File: config.mk
export PLATFORM = sky130hd
export DESIGN_NAME = fetch_unit
export DESIGN_NICKNAME = d
export VERILOG_FILES = /design/src/rtl/fetch_unit.sv
export SDC_FILE = /design/constraint.sdc
export NUM_CORES = 1
export LEC_CHECK = 0
export BUFFER_PORTS_ARGS = -buffer_cell sky130_fd_sc_hd__clkbuf_2
export CAP_MARGIN = 20
export CORE_UTILIZATION = 25
export CTS_BUF_LIST = sky130_fd_sc_hd__clkbuf_2
export CTS_CLUSTER_DIAMETER = 30
export DETAILED_ROUTE_END_ITERATION = 8
export PLACE_DENSITY = 0.48
export SYNTH_ARGS = -nofsm -noshare
export SYNTH_HDL_FRONTEND = slang
export SYNTH_SLANG_ARGS = --single-unit
File: constraint.sdc
create_clock -name clk -period 4.39 [get_ports clk]
set_input_delay 0.878 -clock clk [delete_from_list [all_inputs] [get_ports clk]]
set_output_delay 0.878 -clock clk [all_outputs]
set_load 0.01 [all_outputs]
File: src/rtl/fetch_unit.sv
// Instruction fetch unit: issues one word read per instruction, holds the
// returned word with its address until downstream accepts it, then computes
// the next fetch address (sequential or branch target).
module fetch_unit #(
  parameter int unsigned       ADDR_W   = 32,
  parameter logic [ADDR_W-1:0] RESET_PC = '0
) (
  input  logic              clk,
  input  logic              reset_n,
  input  logic              enable,
  output logic              imem_req,
  output logic [ADDR_W-1:0] imem_addr,
  input  logic              imem_ready,
  input  logic [31:0]       imem_rdata,
  output logic [31:0]       instr,
  output logic [6:0]        op,
  output logic              instr_valid,
  input  logic              instr_ready,
  output logic [ADDR_W-1:0] pc,
  input  logic              pc_src,
  input  logic [ADDR_W-1:0] branch_offset
);

  typedef enum logic [1:0] {
    IDLE,
    FETCH,
    HOLD
  } state_t;

  state_t            state;
  state_t            state_nxt;
  logic [ADDR_W-1:0] fetch_pc;
  logic [ADDR_W-1:0] target_raw;
  logic [ADDR_W-1:0] target;
  logic              load_instr;
  logic              handshake;

  // Next-state decode and control strobes; request/valid derive from state so
  // that an asynchronous reset drops them immediately.
  always_comb begin
    state_nxt   = state;
    imem_req    = 1'b0;
    instr_valid = 1'b0;
    load_instr  = 1'b0;
    handshake   = 1'b0;
    unique case (state)
      IDLE: begin
        if (enable) state_nxt = FETCH;
      end
      FETCH: begin
        imem_req = 1'b1;
        if (imem_ready) begin
          load_instr = 1'b1;
          state_nxt  = HOLD;
        end
      end
      HOLD: begin
        instr_valid = 1'b1;
        if (instr_ready) begin
          handshake = 1'b1;
          state_nxt = enable ? FETCH : IDLE;
        end
      end
      default: state_nxt = IDLE;
    endcase
  end

  // Next fetch address: branch target or sequential, word aligned, wraps
  // naturally modulo 2^ADDR_W.
  always_comb begin
    target_raw = pc_src ? (pc + branch_offset) : (pc + ADDR_W'(4));
    target     = {target_raw[ADDR_W-1:2], 2'b00};
  end

  // State register.
  always_ff @(posedge clk or negedge reset_n) begin
    if (!reset_n) state <= IDLE;
    else          state <= state_nxt;
  end

  // Datapath registers: captured instruction/address and next fetch address.
  always_ff @(posedge clk or negedge reset_n) begin
    if (!reset_n) begin
      fetch_pc <= RESET_PC;
      pc       <= RESET_PC;
      instr    <= '0;
    end else begin
      if (load_instr) begin
        instr <= imem_rdata;
        pc    <= fetch_pc;
      end
      if (handshake) fetch_pc <= target;
    end
  end

  assign imem_addr = fetch_pc;
  assign op        = instr[6:0];

endmodule

==> summary.md, run 1 <==
| Metric | Value |
|---|---|
| Status | completed |
| I/O Buffers | 168 |
| P&R area growth vs syn | 20.3% |
| Synth cell count leaders | dfrtp_1 (94), mux2_2 (63), nand2_1 (54) |
| Number of synthesized flops with an enable pin | 0 |
| Total track usage | 13.2% |
| Core Region | 21200 sq um |
| Fraction of layout cells with a size suffix above 1 | 39.8% |
| Worst path slowest cell | o41a_1 |
| Post-layout nets | 768 |
| Die X-Extent | 150 um |
| Drt via density | 4.56 |
| Rows | 53 |
| Top post-synthesis cells by area | dfrtp_1 (43%), mux2_2 (13%), ha_1 (6.7%), nand2_1 (3.7%), o21ai_0 (3.6%) |
| Die height | 150 um |
| Clock sink count | 94 |
| Worst Setup End Kind | register |
| Post-synth top area share | 43.2% |
| RSZ-0062 raised after global routing | false |
| Synth warn | 0 |
| Tightest Hold Check Type | in2async |
| CTS tree | built |
| Post-synth ARST share | 100% |
| Vias in the first global route | 4176 |
| Clock buffer count from CTS | 9 |
| Period utilization | 68.1% |
| Drt first pass iters | 4 |
| Clk_lat worst skew | 0.65 ns |
| Fin. Hold Viols | 0 |
| Buf+Inv Stages, Crit Path | 2 |
| Top FF cell, synth | dfrtp_1 |
| Cell mode on critical path | a211oi_2 |
| Clock-pin slew on the worst setup and hold paths | 0.31 ns |
| Die area | 22400 sq um |
| Min cycle time layout | 2.99 ns |
| WL final | 14600 um |
| ANT nets after route | 0 |
| Required time worst endpoint | 4.99 ns |
| Fin Hold WS | 0.312 ns |
| Max Clk Rate | 334 MHz |
| DP Area | 6440 sq um |
| Clock buffer depth | 2 |
| Pwr dens | 632 nW/um^2 |
| Post-route cell area | 6550 sq um |
| Initial drt markers | 188 |
| GPL Wtd Cong | 0.767 |
| Post-Synthesis Cell Area | 5440 sq um |
| Max Clock Skew | 0.0235 ns |
| LEAKAGE | 3.26 nW |
| Synth Register Bits | 94 |
| H-tree depth | 3 |
| Relative slew slack | 34.8% |
| Global route overflow | 0 |
| Max VDD drop | 0.165 mV |
| First-pass GRT wire length | 22600 um |
| Largest net degree at the start of global routing | 73 |
| Worst setup SP type | primary input |
| Final core occ | 31.0% |
| Setup TNS | 0 ns |
| Max Cap Violations | 0 |
| Cell count after synthesis | 519 |
| Vias | 4331 |
| Worst Path Arrival | 3.59 ns |
| Wire per inst | 15.4 um |
| Initial Util | 25.7% |
| CTS hold repair buffers | 0 |
| Endpoints failing setup | 0 |
| Root Driver | clkbuf_2 |
| Sequential-to-total area share from yosys stat | 43.2% |
| Delay of the slowest critical-path stage | 0.45 ns |
| Placed wire-length estimate | 11200 um |
| Critical path class | in2reg |
| Initial antenna violation count | 2 |
| Synth cell types | 63 |
| Yosys top cell by area | dfrtp_1 |
| Critical path peak fanout | 30 |
| I/O pins | 175 |
| Slew Viols, Final | 0 |
| Post-CTS sizing | 0 |
| Post-route setup slack | 1.40 ns |
| Postcts setup bufs | 0 |
| DRC violations left | 0 |
| Avg Synthesized Cell Area | 10.5 sq um |
| Slew @ Worst Pin | 0.978 ns |
| Pre-CTS setup slack | 0.650 ns |
| Worst-path cell chain | clkbuf_2 > nand2_1 > inv_1 > ha_1 > a21oi_1 > nand4b_1 > a211oi_2 > a211oi_2 > o41a_1 > or4_1 > nand3_1 |
| Cell family with most CP delay | simple AND/OR/NAND/NOR gates |
| Top-count cell post-synth | dfrtp_1 |
## metal layers
layer  routed length [um]  track usage (%)
met1                 7040             18.0
met2                 6910             20.9
met3                  458             2.23
met4                  231             4.29
met5                    0                0
## power by group
part / leakage (nW) / internal (mW) / switching, mW
Combinational: 2.03 / 0.979 / 1.14
Sequential: 1.16 / 1.27 / 0.313
Clock: 0.0650 / 0.0880 / 0.344
Total: 3.26 / 2.34 / 1.80
## registers in the layout, summed over array words and instances (netlist names)
register and flops:
pc 30, instr 32, state 2, imem_addr 30
## metrics by stage
| stage | total power [mW] | std cells |
|---|---|---|
| after floorplan | 3.00 | 522 |
| after global placement | 3.74 | 932 |
| after detailed placement | 3.76 | 932 |
| after CTS | 4.21 | 948 |
| after global routing | 4.49 | 950 |
| final | 4.14 | 950 |
## cells in the final DEF (no fill, tap or decap), drive strengths merged, types with 2 or more instances in the layout
cell type and n:
clkinv 2, buf 4, conb 4, nor2b 4
o211ai 3, nand2 56, mux2 63, xor2 12
o22a 2, a31oi 5, inv 11, and2 29
nand3 5, xnor2 12, or2 3, nand4 9
o31ai 3, clkbuf 177, a21o 17, a21oi 30
and4 2, o21bai 3, dfrtp 94, o21ai 40
ha 29, a211oi 7, nor2 14, o21a 6
nor3 2, mux2i 3, and3 3, diode 2
o221ai 2
## cell type report
class                      count  area [sq um]
fill                        2250         14600
antenna                        2          5.00
multi-input combinational    384          2850
timing repair buffer         171           866
clock inverter                 6          53.8
sequential                    94          2350
clock buffer                  10          50.0
inverter                       8          30.0
tap                          275           344
## path summary, 6_finish.rpt
path | startpoint | endpoint | slack (ns) | cells after the start
min reg2reg | state[1] | state[0] | 0.52 | 1
min | reset_n | instr[2] | 0.31 | 1
max in group asynchronous | reset_n | pc[14] | 3.15 | 2
max reg2reg | pc[3] | imem_addr[29] | 1.80 | 8
max | pc_src | imem_addr[29] | 1.40 | 11
min in group clk | imem_rdata[8] | instr[8] | 0.42 | 2
## kinds of logic (layout without fill, tap and decap cells)
family	after synthesis	in the layout	synth area share, %
AND/OR/NAND/NOR	133	133	12.5
AO/OA/AOI/OAI	127	127	15.0
flip-flops	94	94	43.2
multiplexers	66	66	13.6
buffers and inverters	44	195	4.74
adder cells (fa/ha/maj)	30	30	7.03
XOR/XNOR	24	24	3.86
other	1	6	0.0689
No activity file was read; power rests on OpenSTA's default activity.
==> inputs of run 2 (changes only) <==
- ABC_AREA: unset -> 1
- PLACE_DENSITY: 0.48 -> 0.49
- clock period: 4.39 -> 2.45 ns (I/O delays scaled with it)
==> run 2 against run 1 <==
Routed wire length grew 20%. Sequential share of layout area decreased by 5.9 points. First-iteration DRC count grew 19%.
==> summary.md, run 2 <==
| Metric | Value |
|---|---|
| Status | completed |
| Cell count after synthesis | 801 (+54%) |
| Synth cell count leaders | nand2_1 (272), inv_1 (141), dfrtp_1 (94) |
| LEAKAGE | 4.65 nW (+43%) |
| Core Region | 24200 sq um (+15%) |
| Post-layout nets | 1106 (+44%) |
| Vias | 5532 (+28%) |
| DP Area | 7460 sq um (+16%) |
| CTS hold repair buffers | 25 (+25) |
| Footprint of the multi-input gates | 3070 sq um (+7.7%) |
| Tightest Hold Check Type | in2reg |
| HP Start | imem_rdata[30] |
| Max reg flops | 32 (unchanged) |
| WHS Path Cells | 2 |
| Largest net degree at the start of global routing | 44 (-40%) |
| Top FF cell, synth | dfrtp_1 |
| Sequential-to-total area share from yosys stat | 38.2% (-5.0 points) |
| Clock-pin slew on the worst setup and hold paths | 0.29 ns (-0.02 ns) |
| First-pass GRT wire length | 28600 um (+27%) |
| Clock buffer depth | 2 (unchanged) |
| Initial Util | 25.4% (-0.35 points) |
| Die height | 159 um (+6.2%) |
| Wire per inst | 13.1 um (-15%) |
| Synth Register Bits | 94 (unchanged) |
| I/O Buffers | 168 (unchanged) |
| Worst setup SP type | register |
| Reg2reg end | imem_addr[26] |
| Placed wire-length estimate | 14000 um (+25%) |
| Endpoint of the worst hold path | instr[30] |
| Max Clk Rate | 473 MHz |
| Postcts setup bufs | 0 (unchanged) |
| Post-route cell area | 7850 sq um (+20%) |
| Setup TNS | 0 ns (unchanged) |
| ANT nets after route | 0 (unchanged) |
| Avg Synthesized Cell Area | 7.68 sq um (-27%) |
| Post-synth ARST share | 100% (unchanged) |
| Clock sink count | 94 (unchanged) |
| Max Cap Violations | 0 (unchanged) |
| Die X-Extent | 159 um (+6.2%) |
| P&R area growth vs syn | 27.5% |
| Relative slew slack | 56.9% (+22 points) |
| Drt first pass iters | 4 (unchanged) |
| Vias in the first global route | 5656 (+35%) |
| Initial drt markers | 224 (+19%) |
| Critical path peak fanout | 4 (-87%) |
| Required time worst endpoint | 3.00 ns (-1.99 ns) |
| Die area | 25200 sq um (+13%) |
| Largest Register | instr |
| Slew @ Worst Pin | 0.646 ns (-0.332 ns) |
| H-tree depth | 3 (unchanged) |
| Most common cell after layout, fill and taps aside | nand2_1 |
| Number of synthesized flops with an enable pin | 0 (unchanged) |
| Critical path class | reg2reg |
| Total track usage | 14.5% (+1.3 points) |
| Reg-to-reg slack, setup | 0.33 ns (-1.47 ns) |
| GPL Wtd Cong | 0.880 (+15%) |
| Drt via density | 4.13 (-9.4%) |
| CTS tree | built |
| Synth warn | 0 (unchanged) |
| Top post-synthesis cells by area | dfrtp_1 (38%), nand2_1 (17%), inv_1 (8.6%), ha_1 (5.9%), mux2_4 (5.6%) |
| Post-Synthesis Cell Area | 6150 sq um (+13%) |
| WL final | 17500 um (+20%) |
| Pwr dens | 1030 nW/um^2 (+63%) |
| Max Clock Skew | 0.0263 ns (+0.00282 ns) |
| Most frequent cells in the layout | nand2_1 (272), clkbuf_2 (177), inv_1 (141), dfrtp_1 (94), nand3_1 (43) |
| Clock buffer count from CTS | 9 (unchanged) |
| Yosys top cell by area | dfrtp_1 |
| Post-CTS sizing | 0 (unchanged) |
| Critical R2R Launch | pc[2] |
| Post-synth top area share | 38.2% (-5.0 points) |
| Worst Setup End Kind | register |
| DRC violations left | 0 (unchanged) |
| I/O pins | 175 (unchanged) |
| Final Power | 8.07 mW (+95%) |
| Fin. Hold Viols | 0 (unchanged) |
| Dpl cells | 1294 (+39%) |
| Final core occ | 32.4% (+1.4 points) |
| Finished Layout Cells | 1339 (+41%) |
| Global route overflow | 0 (unchanged) |
| Rows | 57 (+7.5%) |
| Worst Path Arrival | 2.66 ns (-0.93 ns) |
| Endpoints failing setup | 0 (unchanged) |
| Synth cell types | 41 (-35%) |
| Reg area | 2350 sq um (unchanged) |
| Slew Viols, Final | 0 (unchanged) |
| Min cycle time layout | 2.12 ns |
| Max VDD drop | 0.382 mV (+130%) |
| Fill count | 2664 (+18%) |
| Root Driver | clkbuf_2 |
| Fraction of layout cells with a size suffix above 1 | 28.8% (-11 points) |
| Period utilization | 86.3% |
| Clk_lat worst skew | 0.64 ns (about the same) |
| Initial antenna violation count | 2 (unchanged) |
| Top-count cell post-synth | nand2_1 |
| RSZ-0062 raised after global routing | false |
| Worst Reg2Reg Path Length in Cells | 13 (+5) |
==> run 2: final cells by class <==
cell class	instances	area share, %
multi-input cells	534	39.1
flip-flops and latches	94	30.0
repair buffers	218	17.0
inverters	149	7.13
well taps	324	5.17
clock inverters	6	0.893
clock buffers	10	0.638
diodes	4	0.128
==> run 2: stage by stage <==
stage / setup WS, ns / hold WS [ns]
after global routing: 0.138 / 0.00966
after detailed placement: 0.0446 / 0.492
final: 0.335 / 0.0554
after global placement: 0.0639 / 0.488
after CTS: 0.298 / 0.00924
after floorplan: 0.157 / 0.194
==> run 2: worst max-delay path by stage <==
stage	start	endpoint	slack, ns	cells past startpoint
after global routing	pc[2]	imem_addr[24]	0.14	13
after global placement	pc_src	imem_addr[26]	0.06	15
after floorplan	pc_src	imem_addr[31]	0.16	15
after detailed placement	pc_src	imem_addr[26]	0.04	15
after CTS	pc[2]	imem_addr[26]	0.30	13
final	pc[2]	imem_addr[26]	0.33	13
==> run 2: critical path: stages (launching register included) <==
cell and delay, ns:
dfrtp_1 0.44, ha_1 0.20, inv_1 0.06, fa_1 0.38, inv_1 0.09, nand3_1 0.07
nand3_1 0.16, nand2_1 0.07, nand2_1 0.13, nand2_1 0.10, nand3_1 0.10, nand2_1 0.05
nand3_1 0.12, nand2_1 0.06
==> run 2: kinds of logic (layout without fill, tap and decap cells) <==
family                   Yosys count  after routing  synth area share [%]
AO/OA/AOI/OAI                     61             61                  5.49
XOR/XNOR                           8              8                  1.14
adder cells (fa/ha/maj)           30             30                  6.22
buffers and inverters            176            383                  12.2
flip-flops                        94             94                  38.2
multiplexers                      49             49                  10.4
other                              1              8                0.0609
AND/OR/NAND/NOR                  382            382                  26.3
==> run 2: per-layer routing <==
layer | track usage (%) | part of all wire [%] | vias up | routed length (um)
li1 | - | - | 2881 | -
met1 | 18.7 | 47 | 2498 | 8330
met2 | 22.7 | 44 | 136 | 7740
met3 | 4.36 | 6.7 | 17 | 1180
met4 | 5.07 | 1.7 | 0 | 295
met5 | 0 | 0 | - | 0
==> run 2: report_power, final <==
part	total [mW]	internal, mW	switching (mW)
clock	0.855	0.248	0.607
sequential	2.84	2.28	0.556
combinational	4.38	1.97	2.41
total	8.07	4.50	3.57
